<file path="config.mk">
export PLATFORM = sky130hd
export DESIGN_NAME = uart_rx_ext
export DESIGN_NICKNAME = d
export VERILOG_FILES = /design/src/rtl/uart_rx_ext.sv
export SDC_FILE = /design/constraint.sdc
export NUM_CORES = 1
export LEC_CHECK = 0
export CORE_ASPECT_RATIO = 1.4
export CORE_MARGIN = 3
export CORE_UTILIZATION = 66
export DETAILED_ROUTE_END_ITERATION = 8
export PLACE_DENSITY = 0.89
export SETUP_SLACK_MARGIN = 0.15
export SLEW_MARGIN = 20
export SYNTH_ARGS = -nofsm -noshare
export SYNTH_HDL_FRONTEND = slang
export SYNTH_SLANG_ARGS = --single-unit
</file>
<file path="constraint.sdc">
create_clock -name i_clk -period 9.9 [get_ports i_clk]
set_input_delay 1.98 -clock i_clk [delete_from_list [all_inputs] [get_ports i_clk]]
set_output_delay 1.98 -clock i_clk [all_outputs]
set_load 0.01 [all_outputs]
</file>
<file path="src/rtl/uart_rx_ext.sv">
// UART receiver: 2-flop input synchroniser, three-sample majority voting per bit,
// runtime baud divisor, and a single valid/ready holding register with error flags.
module uart_rx_ext #(
  parameter int DataLength = 8,
  parameter bit Parity     = 1'b0,
  parameter bit ParityEven = 1'b0,
  parameter int StopBits   = 1,
  parameter int DivWidth   = 16
) (
  input  logic                  i_clk,
  input  logic                  i_rst,
  input  logic                  i_rx,
  input  logic                  i_enable,
  input  logic [DivWidth-1:0]   i_cycles_per_bit,
  output logic [DataLength-1:0] o_data,
  output logic                  o_valid,
  input  logic                  i_ready,
  output logic                  o_parity_err,
  output logic                  o_frame_err,
  output logic                  o_break,
  output logic                  o_overrun,
  output logic                  o_busy
);

  localparam int CntW = 4;
  localparam logic [DivWidth-1:0] MinDiv   = DivWidth'(8);
  localparam logic [CntW-1:0]     LastData = CntW'(DataLength - 1);
  localparam logic [CntW-1:0]     LastStop = CntW'(StopBits - 1);

  typedef enum logic [2:0] {
    S_IDLE, S_START, S_DATA, S_PARITY, S_STOP, S_DONE, S_WAIT_HIGH
  } state_t;

  logic                  rx_meta_reg, rx_s_reg;
  state_t                state_reg, state_next;
  logic [DivWidth-1:0]   div_reg, div_next;
  logic [DivWidth-1:0]   clk_cnt_reg, clk_cnt_next;
  logic [CntW-1:0]       bit_cnt_reg, bit_cnt_next;
  logic [DataLength-1:0] shift_reg, shift_next;
  logic                  parity_bit_reg, parity_bit_next;
  logic                  parity_err_reg, parity_err_next;
  logic                  frame_err_reg, frame_err_next;
  logic [2:0]            sample_reg;
  logic [2:0]            sample_hit;
  logic [DivWidth-1:0]   sample_pt [3];
  logic [DivWidth-1:0]   half_bit, eighth_bit;
  logic                  bit_end, vote;

  logic [DataLength-1:0] hold_data_reg, hold_data_next;
  logic                  hold_valid_reg, hold_valid_next;
  logic                  hold_perr_reg, hold_perr_next;
  logic                  hold_ferr_reg, hold_ferr_next;
  logic                  hold_brk_reg, hold_brk_next;
  logic                  overrun_reg, overrun_next;

  always_ff @(posedge i_clk or posedge i_rst) begin
    if (i_rst) begin
      rx_meta_reg <= 1'b1;
      rx_s_reg    <= 1'b1;
    end else begin
      rx_meta_reg <= i_rx;
      rx_s_reg    <= rx_meta_reg;
    end
  end

  // Sample points sit symmetrically around mid-bit, one eighth of a bit apart.
  assign half_bit     = div_reg >> 1;
  assign eighth_bit   = div_reg >> 3;
  assign sample_pt[0] = half_bit - eighth_bit;
  assign sample_pt[1] = half_bit;
  assign sample_pt[2] = half_bit + eighth_bit;

  genvar gi;
  generate
    for (gi = 0; gi < 3; gi++) begin : g_sample
      assign sample_hit[gi] = (clk_cnt_reg == sample_pt[gi]);
    end
  endgenerate

  always_ff @(posedge i_clk or posedge i_rst) begin
    if (i_rst) begin
      sample_reg <= 3'b111;
    end else begin
      for (int i = 0; i < 3; i++) begin
        if (sample_hit[i]) sample_reg[i] <= rx_s_reg;
      end
    end
  end

  assign vote    = (sample_reg[0] & sample_reg[1]) | (sample_reg[0] & sample_reg[2]) |
                   (sample_reg[1] & sample_reg[2]);
  assign bit_end = (clk_cnt_reg == div_reg - DivWidth'(1));

  always_comb begin
    state_next      = state_reg;
    div_next        = div_reg;
    clk_cnt_next    = bit_end ? '0 : clk_cnt_reg + DivWidth'(1);
    bit_cnt_next    = bit_cnt_reg;
    shift_next      = shift_reg;
    parity_bit_next = parity_bit_reg;
    parity_err_next = parity_err_reg;
    frame_err_next  = frame_err_reg;
    hold_data_next  = hold_data_reg;
    hold_valid_next = hold_valid_reg & ~i_ready;
    hold_perr_next  = hold_perr_reg;
    hold_ferr_next  = hold_ferr_reg;
    hold_brk_next   = hold_brk_reg;
    overrun_next    = 1'b0;

    case (state_reg)
      S_IDLE: begin
        clk_cnt_next = '0;
        if (i_enable && !rx_s_reg) begin
          state_next      = S_START;
          div_next        = (i_cycles_per_bit < MinDiv) ? MinDiv : i_cycles_per_bit;
          bit_cnt_next    = '0;
          parity_bit_next = 1'b0;
          parity_err_next = 1'b0;
          frame_err_next  = 1'b0;
        end
      end
      S_START: begin
        if (bit_end) state_next = vote ? S_IDLE : S_DATA;
      end
      S_DATA: begin
        if (bit_end) begin
          shift_next = {vote, shift_reg[DataLength-1:1]};
          if (bit_cnt_reg == LastData) begin
            bit_cnt_next = '0;
            state_next   = Parity ? S_PARITY : S_STOP;
          end else begin
            bit_cnt_next = bit_cnt_reg + CntW'(1);
          end
        end
      end
      S_PARITY: begin
        if (bit_end) begin
          parity_bit_next = vote;
          parity_err_next = ParityEven ? (^shift_reg ^ vote) : ~(^shift_reg ^ vote);
          state_next      = S_STOP;
        end
      end
      S_STOP: begin
        if (bit_end) begin
          if (!vote) frame_err_next = 1'b1;
          if (bit_cnt_reg == LastStop) begin
            bit_cnt_next = '0;
            state_next   = S_DONE;
          end else begin
            bit_cnt_next = bit_cnt_reg + CntW'(1);
          end
        end
      end
      S_DONE: begin
        clk_cnt_next = '0;
        // A word already held and not being taken this cycle wins; the new one is lost.
        if (!hold_valid_reg || i_ready) begin
          hold_data_next  = shift_reg;
          hold_valid_next = 1'b1;
          hold_perr_next  = parity_err_reg;
          hold_ferr_next  = frame_err_reg;
          hold_brk_next   = (shift_reg == '0) && (!Parity || !parity_bit_reg) && frame_err_reg;
        end else begin
          overrun_next = 1'b1;
        end
        state_next = frame_err_reg ? S_WAIT_HIGH : S_IDLE;
      end
      S_WAIT_HIGH: begin
        clk_cnt_next = '0;
        if (rx_s_reg) state_next = S_IDLE;
      end
      default: begin
        clk_cnt_next = '0;
        state_next   = S_IDLE;
      end
    endcase

    if (!i_enable) state_next = S_IDLE;
  end

  always_ff @(posedge i_clk or posedge i_rst) begin
    if (i_rst) begin
      state_reg      <= S_IDLE;
      div_reg        <= MinDiv;
      clk_cnt_reg    <= '0;
      bit_cnt_reg    <= '0;
      shift_reg      <= '0;
      parity_bit_reg <= 1'b0;
      parity_err_reg <= 1'b0;
      frame_err_reg  <= 1'b0;
      hold_data_reg  <= '0;
      hold_valid_reg <= 1'b0;
      hold_perr_reg  <= 1'b0;
      hold_ferr_reg  <= 1'b0;
      hold_brk_reg   <= 1'b0;
      overrun_reg    <= 1'b0;
    end else begin
      state_reg      <= state_next;
      div_reg        <= div_next;
      clk_cnt_reg    <= clk_cnt_next;
      bit_cnt_reg    <= bit_cnt_next;
      shift_reg      <= shift_next;
      parity_bit_reg <= parity_bit_next;
      parity_err_reg <= parity_err_next;
      frame_err_reg  <= frame_err_next;
      hold_data_reg  <= hold_data_next;
      hold_valid_reg <= hold_valid_next;
      hold_perr_reg  <= hold_perr_next;
      hold_ferr_reg  <= hold_ferr_next;
      hold_brk_reg   <= hold_brk_next;
      overrun_reg    <= overrun_next;
    end
  end

  assign o_data       = hold_data_reg;
  assign o_valid      = hold_valid_reg;
  assign o_parity_err = hold_perr_reg;
  assign o_frame_err  = hold_ferr_reg;
  assign o_break      = hold_brk_reg;
  assign o_overrun    = overrun_reg;
  assign o_busy       = (state_reg != S_IDLE);

endmodule

</file>
==> results.py, run 1 <==
metrics = {
    "global_routing": {
        "grt_max_degree": 68,
        "grt_busiest_layer": "met2",
        "grt_pass1_wl_mm": 23.69,
        "antenna_found_initial": 0,
        "grtUsageTotal": 0.3090,
        "grt_pass1_vias": 5077,
        "gr-total-overflow": 0,
        "grtUsageMet3": 0.04158,
        "grt_util_met2": 0.5459,
        "grt.met1_usage": 0.3404,
    },
    "cts": {
        "cts-resized-gates": 0,
        "cts_hold_buf": 0,
        "cts_tree": "built",
        "clock_sinks": 67,
        "ctsRootBufferMaster": "clkbuf_16",
        "cts-buffers-inserted": 9,
        "cts_htree_levels": 3,
        "clock_path_buffers": 2,
        "clk_pin_slew_worst_paths_ns": 0.05,
        "postCtsSetupBuffers": 0,
        "clock_latency_ns": 0.33,
    },
    "drt": {
        "vias_per_cell": 6.557,
        "dr.pass1.iters": 5,
        "postRouteAntennaNets": 0,
        "drt-wirelength-per-cell_um": 18.71,
        "initialDrtViolationCount": 364,
        "vias": 5029,
        "drt_wl_total_mm": 14.35,
        "drc_errors": 0,
    },
    "floorplanning": {
        "die_w_um": 83.80,
        "core_area_um2": 8198,
        "ios": 35,
        "dieArea_um2": 9630,
        "fp.dieH_um": 114.9,
        "rows": 39,
        "initial_core_util": 0.6822,
    },
    "synth": {
        "yosys_warnings": 0,
        "synth_area_leaders": "dfrtp_1 (27%), ha_1 (7.6%), xnor2_1 (6.7%)",
        "ys_types": 67,
        "synth.top_cells.by_count": "dfrtp_1 (61), nor2_1 (56), inv_1 (48)",
        "yosysSeqAreaShare": 0.3011,
        "synth_area_um2": 5593,
        "synth_ff_type": "dfrtp_1",
        "avgSynthCellArea_um2": 8.526,
        "synth_fp_nets": 713,
        "syn_inst": 656,
        "yosysTopAreaCell": "dfrtp_1",
        "synth-seq-cells": 67,
        "synth.most_common_cell": "dfrtp_1",
        "synth_top_area_frac": 0.2729,
        "synth_async_sr_flop_share": 1.000,
        "synth_edf_count": 0,
    },
    "layout": {
        "fin_util": 0.7592,
        "drive_above_1_share": 0.07519,
        "final_area_um2": 6223,
        "areaGrowthSynthToFinish_pct": 11.28,
        "fin_nets": 717,
        "diodes": 0,
    },
    "power": {
        "vdd_drop_max_uv": 142.3,
        "powerDensity_nw_per_um2": 181.7,
        "p_leak_nw": 2.639,
    },
    "worst_setup_path": {
        "crit_buf_inv": 1,
        "required_ns": 10.16,
        "critical_path.top_delay_family": "compound AO/OA/AOI/OAI gates",
        "cpMostUsedCell": "a2111oi_0",
        "crit_fanout": 9,
        "crit_chain": "inv_1 > ha_1 > and2_1 > a221o_1 > a2111oi_0 > o21ai_0 > a2111oi_0 > a211oi_1 > a2111oi_0 > mux2_2",
        "cpPeakStageDelay_ns": 0.56,
        "crit_type": "reg -> reg",
        "cp-start-kind": "flop",
        "worstSetupEndpointType": "flop",
        "critPathSlowestCell": "dfrtp_1",
        "worstPathArrival_ns": 4.22,
    },
    "timing": {
        "tightest_slew_ns": 0.8476,
        "fin_crit_sh": 0.3996,
        "hold_viol": 0,
        "totalNegativeSetupSlack_ns": 0,
        "maxSlewViolCount": 0,
        "min_period_ns": 3.956,
        "finClkSkew_ns": 0.005686,
        "rsz0062_at_grt": "no",
        "whs_ns": 0.3562,
        "finalSetupViolations": 0,
        "fmax_mhz": 252.8,
        "slew-limit-headroom": 0.4350,
    },
    "run_status": {
        "status": "finished, final reports clean",
    },
    "flow_run": {
        "drv_cap": 0,
    },
    "placement": {
        "dp_hpwl_mm": 10.88,
        "dpl_cell_area_um2": 5913,
        "gp_congestion": 0.9481,
        "port_buffers": 34,
    },
    "min_path": {
        "hp-class": "reg -> reg",
    },
}
cells by family (layout without fill, tap and decap cells):
family                   count (synthesis)  after routing  synth area share
AO/OA/AOI/OAI                          130            130            0.1649
AND/OR/NAND/NOR                        221            221            0.2011
multiplexers                            31             31           0.06219
flip-flops                              67             67            0.3011
XOR/XNOR                                78             78            0.1221
adder cells (fa/ha/maj)                 37             37           0.08501
buffers and inverters                   92            101           0.06353
final timing paths:
check / start / to / slack [ns] / depth (start not counted)
setup reg to reg: div_reg[12]$_DFFE_PP0P_ / sample_reg[0]$_DFFE_PP1N_ / 5.94 / 10
max in group asynchronous: i_rst / bit_cnt_reg[0]$_DFFE_PP0P_ / 7.13 / 3
hold reg to reg: rx_meta_reg$_DFF_PP1_ / rx_s_reg$_DFF_PP1_ / 0.36 / 0
min in group asynchronous: i_rst / shift_reg[0]$_DFFE_PP0P_ / 2.21 / 3
setup / recovery: div_reg[12]$_DFFE_PP0P_ / sample_reg[0]$_DFFE_PP1N_ / 5.94 / 10
hold / removal: rx_meta_reg$_DFF_PP1_ / rx_s_reg$_DFF_PP1_ / 0.36 / 0
cell usage in the layout, fill, tap and decap left out, types with 4 or more instances in the layout:
cell,Yosys,routed
and2_1,7,7
or2_2,4,4
o21ai_0,34,34
nor3_1,22,21
o211ai_1,9,9
a21oi_1,13,13
nand2_1,42,42
ha_1,34,34
clkbuf_16,0,9
a211oi_1,11,11
nand3_1,22,22
a221o_1,4,4
a2111oi_0,4,4
nand4_1,11,11
xor2_1,35,35
nor2b_1,7,7
clkdlybuf4s50_1,0,34
dfstp_2,6,6
o21a_1,5,5
or4_1,6,6
and3_1,9,9
xnor2_1,43,43
inv_1,48,47
nand2b_1,7,7
dfrtp_1,61,61
or3_1,4,4
a21o_1,4,4
a31oi_1,7,7
nor2_1,56,56
nor4_1,13,13
mux2i_1,13,13
mux2_2,16,16
final cells by class:
class                      count  area [um^2]
clock buffer                  11        232.7
inverter                      48        180.2
fill                         539         1974
sequential                    67         1684
tap                          102        127.6
clock inverter                 5        77.57
timing repair buffer          37        362.8
multi-input combinational    497         3558
layer usage:
metal | up-vias | routed length, um
met2 | 203 | 7407
met1 | 2424 | 5444
met3 | 63 | 600
met4 | 0 | 900
li1 | 2339 | -
met5 | - | 0
where the power goes:
| part | internal [mW] | switching, mW | leakage, nW |
|---|---|---|---|
| clock network | 0.219 | 0.112 | 0.150 |
| logic | 0.194 | 0.272 | 1.60 |
| registers | 0.289 | 0.0437 | 0.888 |
| total | 0.703 | 0.428 | 2.64 |
through the flow:
stage / total power, mW / instances / setup slack, ns
final: 1.131 / 767 / 5.944
after global routing: 1.197 / 767 / 5.734
after CTS: 1.124 / 767 / 5.989
after detailed placement: 0.7903 / 751 / 5.993
after global placement: 0.7732 / 751 / 6.056
after floorplan: 0.6860 / 656 / 6.247
Power figures use the tool's default switching activity.
==> run 2: changes to the inputs <==
Settings changed: CORE_UTILIZATION 66 to 55, PLACE_DENSITY 0.89 to 0.8.
Clock period 9.9 ns to 3.4 ns, I/O delays scaled along.
==> run 2 against run 1 <==
Net effect: global-route usage down 4.3 points; clock power rose to 2.6 times the previous value; routed wire length up 6.1%; non-clock buffer count up 40; cell count up 9.1%; worst setup slack worse by 5.8 ns; sequential power rose to 2.8 times the previous value; combinational power rose to 3.7 times the previous value; power rose to 3.1 times the previous value; clock skew up 0.0044 ns; first-iteration DRC count down 13%.
==> results.py, run 2 (same netlist as run 1, synthesis figures left out) <==
metrics = {
    "run_status": {
        "status": "finished, final reports clean",
    },
    "cts": {
        "clock_path_buffers": 2,
        "clock_latency_ns": 0.34,
        "cts_hold_buf": 0,
        "ctsRootBufferMaster": "clkbuf_16",
        "cts-buffers-inserted": 9,
        "clk_pin_slew_worst_paths_ns": 0.06,
        "cts_htree_levels": 3,
        "clock_sinks": 67,
        "cts_tree": "built",
    },
    "placement": {
        "port_buffers": 34,
        "dp_slack_ns": -0.08210,
        "gp_congestion": 0.9000,
        "dp_hpwl_mm": 11.24,
    },
    "floorplanning": {
        "fp.dieH_um": 125.3,
        "rows": 42,
        "die_w_um": 91.23,
        "dieArea_um2": 11430,
        "initial_core_util": 0.5784,
        "ios": 35,
        "core_area_um2": 9669,
    },
    "power": {
        "vdd_drop_max_uv": 340.3,
        "powerDensity_nw_per_um2": 521.5,
        "p_leak_nw": 2.828,
        "finalPower_mw": 3.491,
    },
    "min_path": {
        "hp-class": "reg -> reg",
    },
    "layout": {
        "mostFrequentLayoutCells": "dfrtp_1 (59), nor2_1 (56), inv_1 (46)",
        "n_fill_cell": 772,
        "drive_above_1_share": 0.1645,
        "diodes": 0,
        "final_common_cell": "dfrtp_1",
        "regArea_um2": 1687,
        "areaGrowthSynthToFinish_pct": 19.69,
        "fin_nets": 757,
        "multi_input_area_um2": 3707,
    },
    "global_routing": {
        "grt_max_degree": 68,
        "gr-total-overflow": 0,
        "grt_pass1_vias": 5219,
        "grt_pass1_wl_mm": 24.50,
        "grtUsageTotal": 0.2664,
        "antenna_found_initial": 0,
    },
    "worst_setup_path": {
        "required_ns": 3.66,
        "cp-start-kind": "flop",
        "timing.rr.start": "div_reg[3]$_DFFE_PP1P_",
        "crit_end": "sample_reg[0]$_DFFE_PP1N_",
        "setup.worst_path.start": "div_reg[3]$_DFFE_PP1P_",
        "crit_type": "reg -> reg",
        "worst_r2r_endpoint": "sample_reg[0]$_DFFE_PP1N_",
        "worstPathArrival_ns": 3.52,
        "r2r_cells": 10,
        "crit_fanout": 9,
        "timing.reg2reg.setup_slack_ns": 0.14,
        "worstSetupEndpointType": "flop",
    },
    "drt": {
        "vias_per_cell": 6.194,
        "drc_errors": 0,
        "drt_wl_total_mm": 15.23,
        "drt-wirelength-per-cell_um": 18.20,
        "initialDrtViolationCount": 315,
        "dr.pass1.iters": 5,
        "vias": 5184,
        "postRouteAntennaNets": 0,
    },
    "flow_run": {
        "drv_cap": 0,
    },
    "timing": {
        "fin_crit_sh": 0.9577,
        "finalSetupViolations": 0,
        "slew-limit-headroom": 0.4372,
        "hold_viol": 0,
        "finClkSkew_ns": 0.01010,
        "tightest_slew_ns": 0.8442,
        "min_period_ns": 3.256,
        "maxSlewViolCount": 0,
        "fin_ws_ns": 0.1439,
        "fmax_mhz": 307.1,
        "rsz0062_at_grt": "yes",
    },
}
==> run 2: report_power, final <==
group / switching, mW / total [mW] / internal (mW)
clock network: 0.354 / 0.865 / 0.511
registers: 0.0713 / 0.914 / 0.842
logic: 0.967 / 1.71 / 0.745
==> run 2: how the worst min path moves through the flow <==
| stage | startpoint | endpoint | slack [ns] | depth (start not counted) |
|---|---|---|---|---|
| 6_report | rx_meta_reg$_DFF_PP1_ | rx_s_reg$_DFF_PP1_ | 0.36 | 0 |
| 2_1_floorplan | rx_meta_reg$_DFF_PP1_ | rx_s_reg$_DFF_PP1_ | 0.35 | 0 |
| 4_1_cts | rx_meta_reg$_DFF_PP1_ | rx_s_reg$_DFF_PP1_ | 0.36 | 0 |
| 3_5_place_dp | rx_meta_reg$_DFF_PP1_ | rx_s_reg$_DFF_PP1_ | 0.35 | 0 |
| 3_3_place_gp | rx_meta_reg$_DFF_PP1_ | rx_s_reg$_DFF_PP1_ | 0.35 | 0 |
| 5_1_grt | rx_meta_reg$_DFF_PP1_ | rx_s_reg$_DFF_PP1_ | 0.36 | 0 |
==> run 2: final cells by class <==
cell class | instances | area share
inverters | 48 | 0.02692
well taps | 132 | 0.02467
clock buffers | 10 | 0.03570
clock inverters | 6 | 0.006168
multi-input cells | 497 | 0.5538
repair buffers | 77 | 0.1007
flip-flops and latches | 67 | 0.2520
==> run 2: timing repair <==
action / in CTS / in global routing
setup endpoints to repair: 4 / 28
resized for setup: 10 / 21
pin swaps: 2 / 11
buffers inserted: 0 / 12
==> run 2: worst max-delay path: stages, from the launching register on <==
cell and delay, ns:
dfstp_2 0.60, ha_1 0.37, o21a_1 0.24, o31a_1 0.12, o41ai_1 0.26, buf_4 0.20, o21ai_1 0.13, a2111oi_2 0.40
a211oi_1 0.14, a2111oi_4 0.39, mux2_4 0.33
==> run 2: per-layer routing <==
layer	vias up	GRT usage	share of wire
li1	2411	-	-
met1	2535	0.3031	0.38
met2	184	0.4814	0.53
met3	54	0.03786	0.043
met4	0	0.1332	0.047
met5	-	0	0
==> run 2: metrics by stage <==
step / instance area (um^2) / hold slack, ns / utilization / setup TNS [ns] / std cells
floorplan: 5622 / 0.3452 / - / 0 / 656
global placement: 6170 / 0.3484 / 0.6381 / 0 / 809
detailed placement: 6170 / 0.3520 / 0.6381 / -0.08210 / 809
CTS: 6495 / 0.3593 / 0.6717 / 0 / 825
global route: 6694 / 0.3600 / 0.6923 / 0 / 837
finish: 6694 / 0.3569 / 0.6923 / 0 / 837
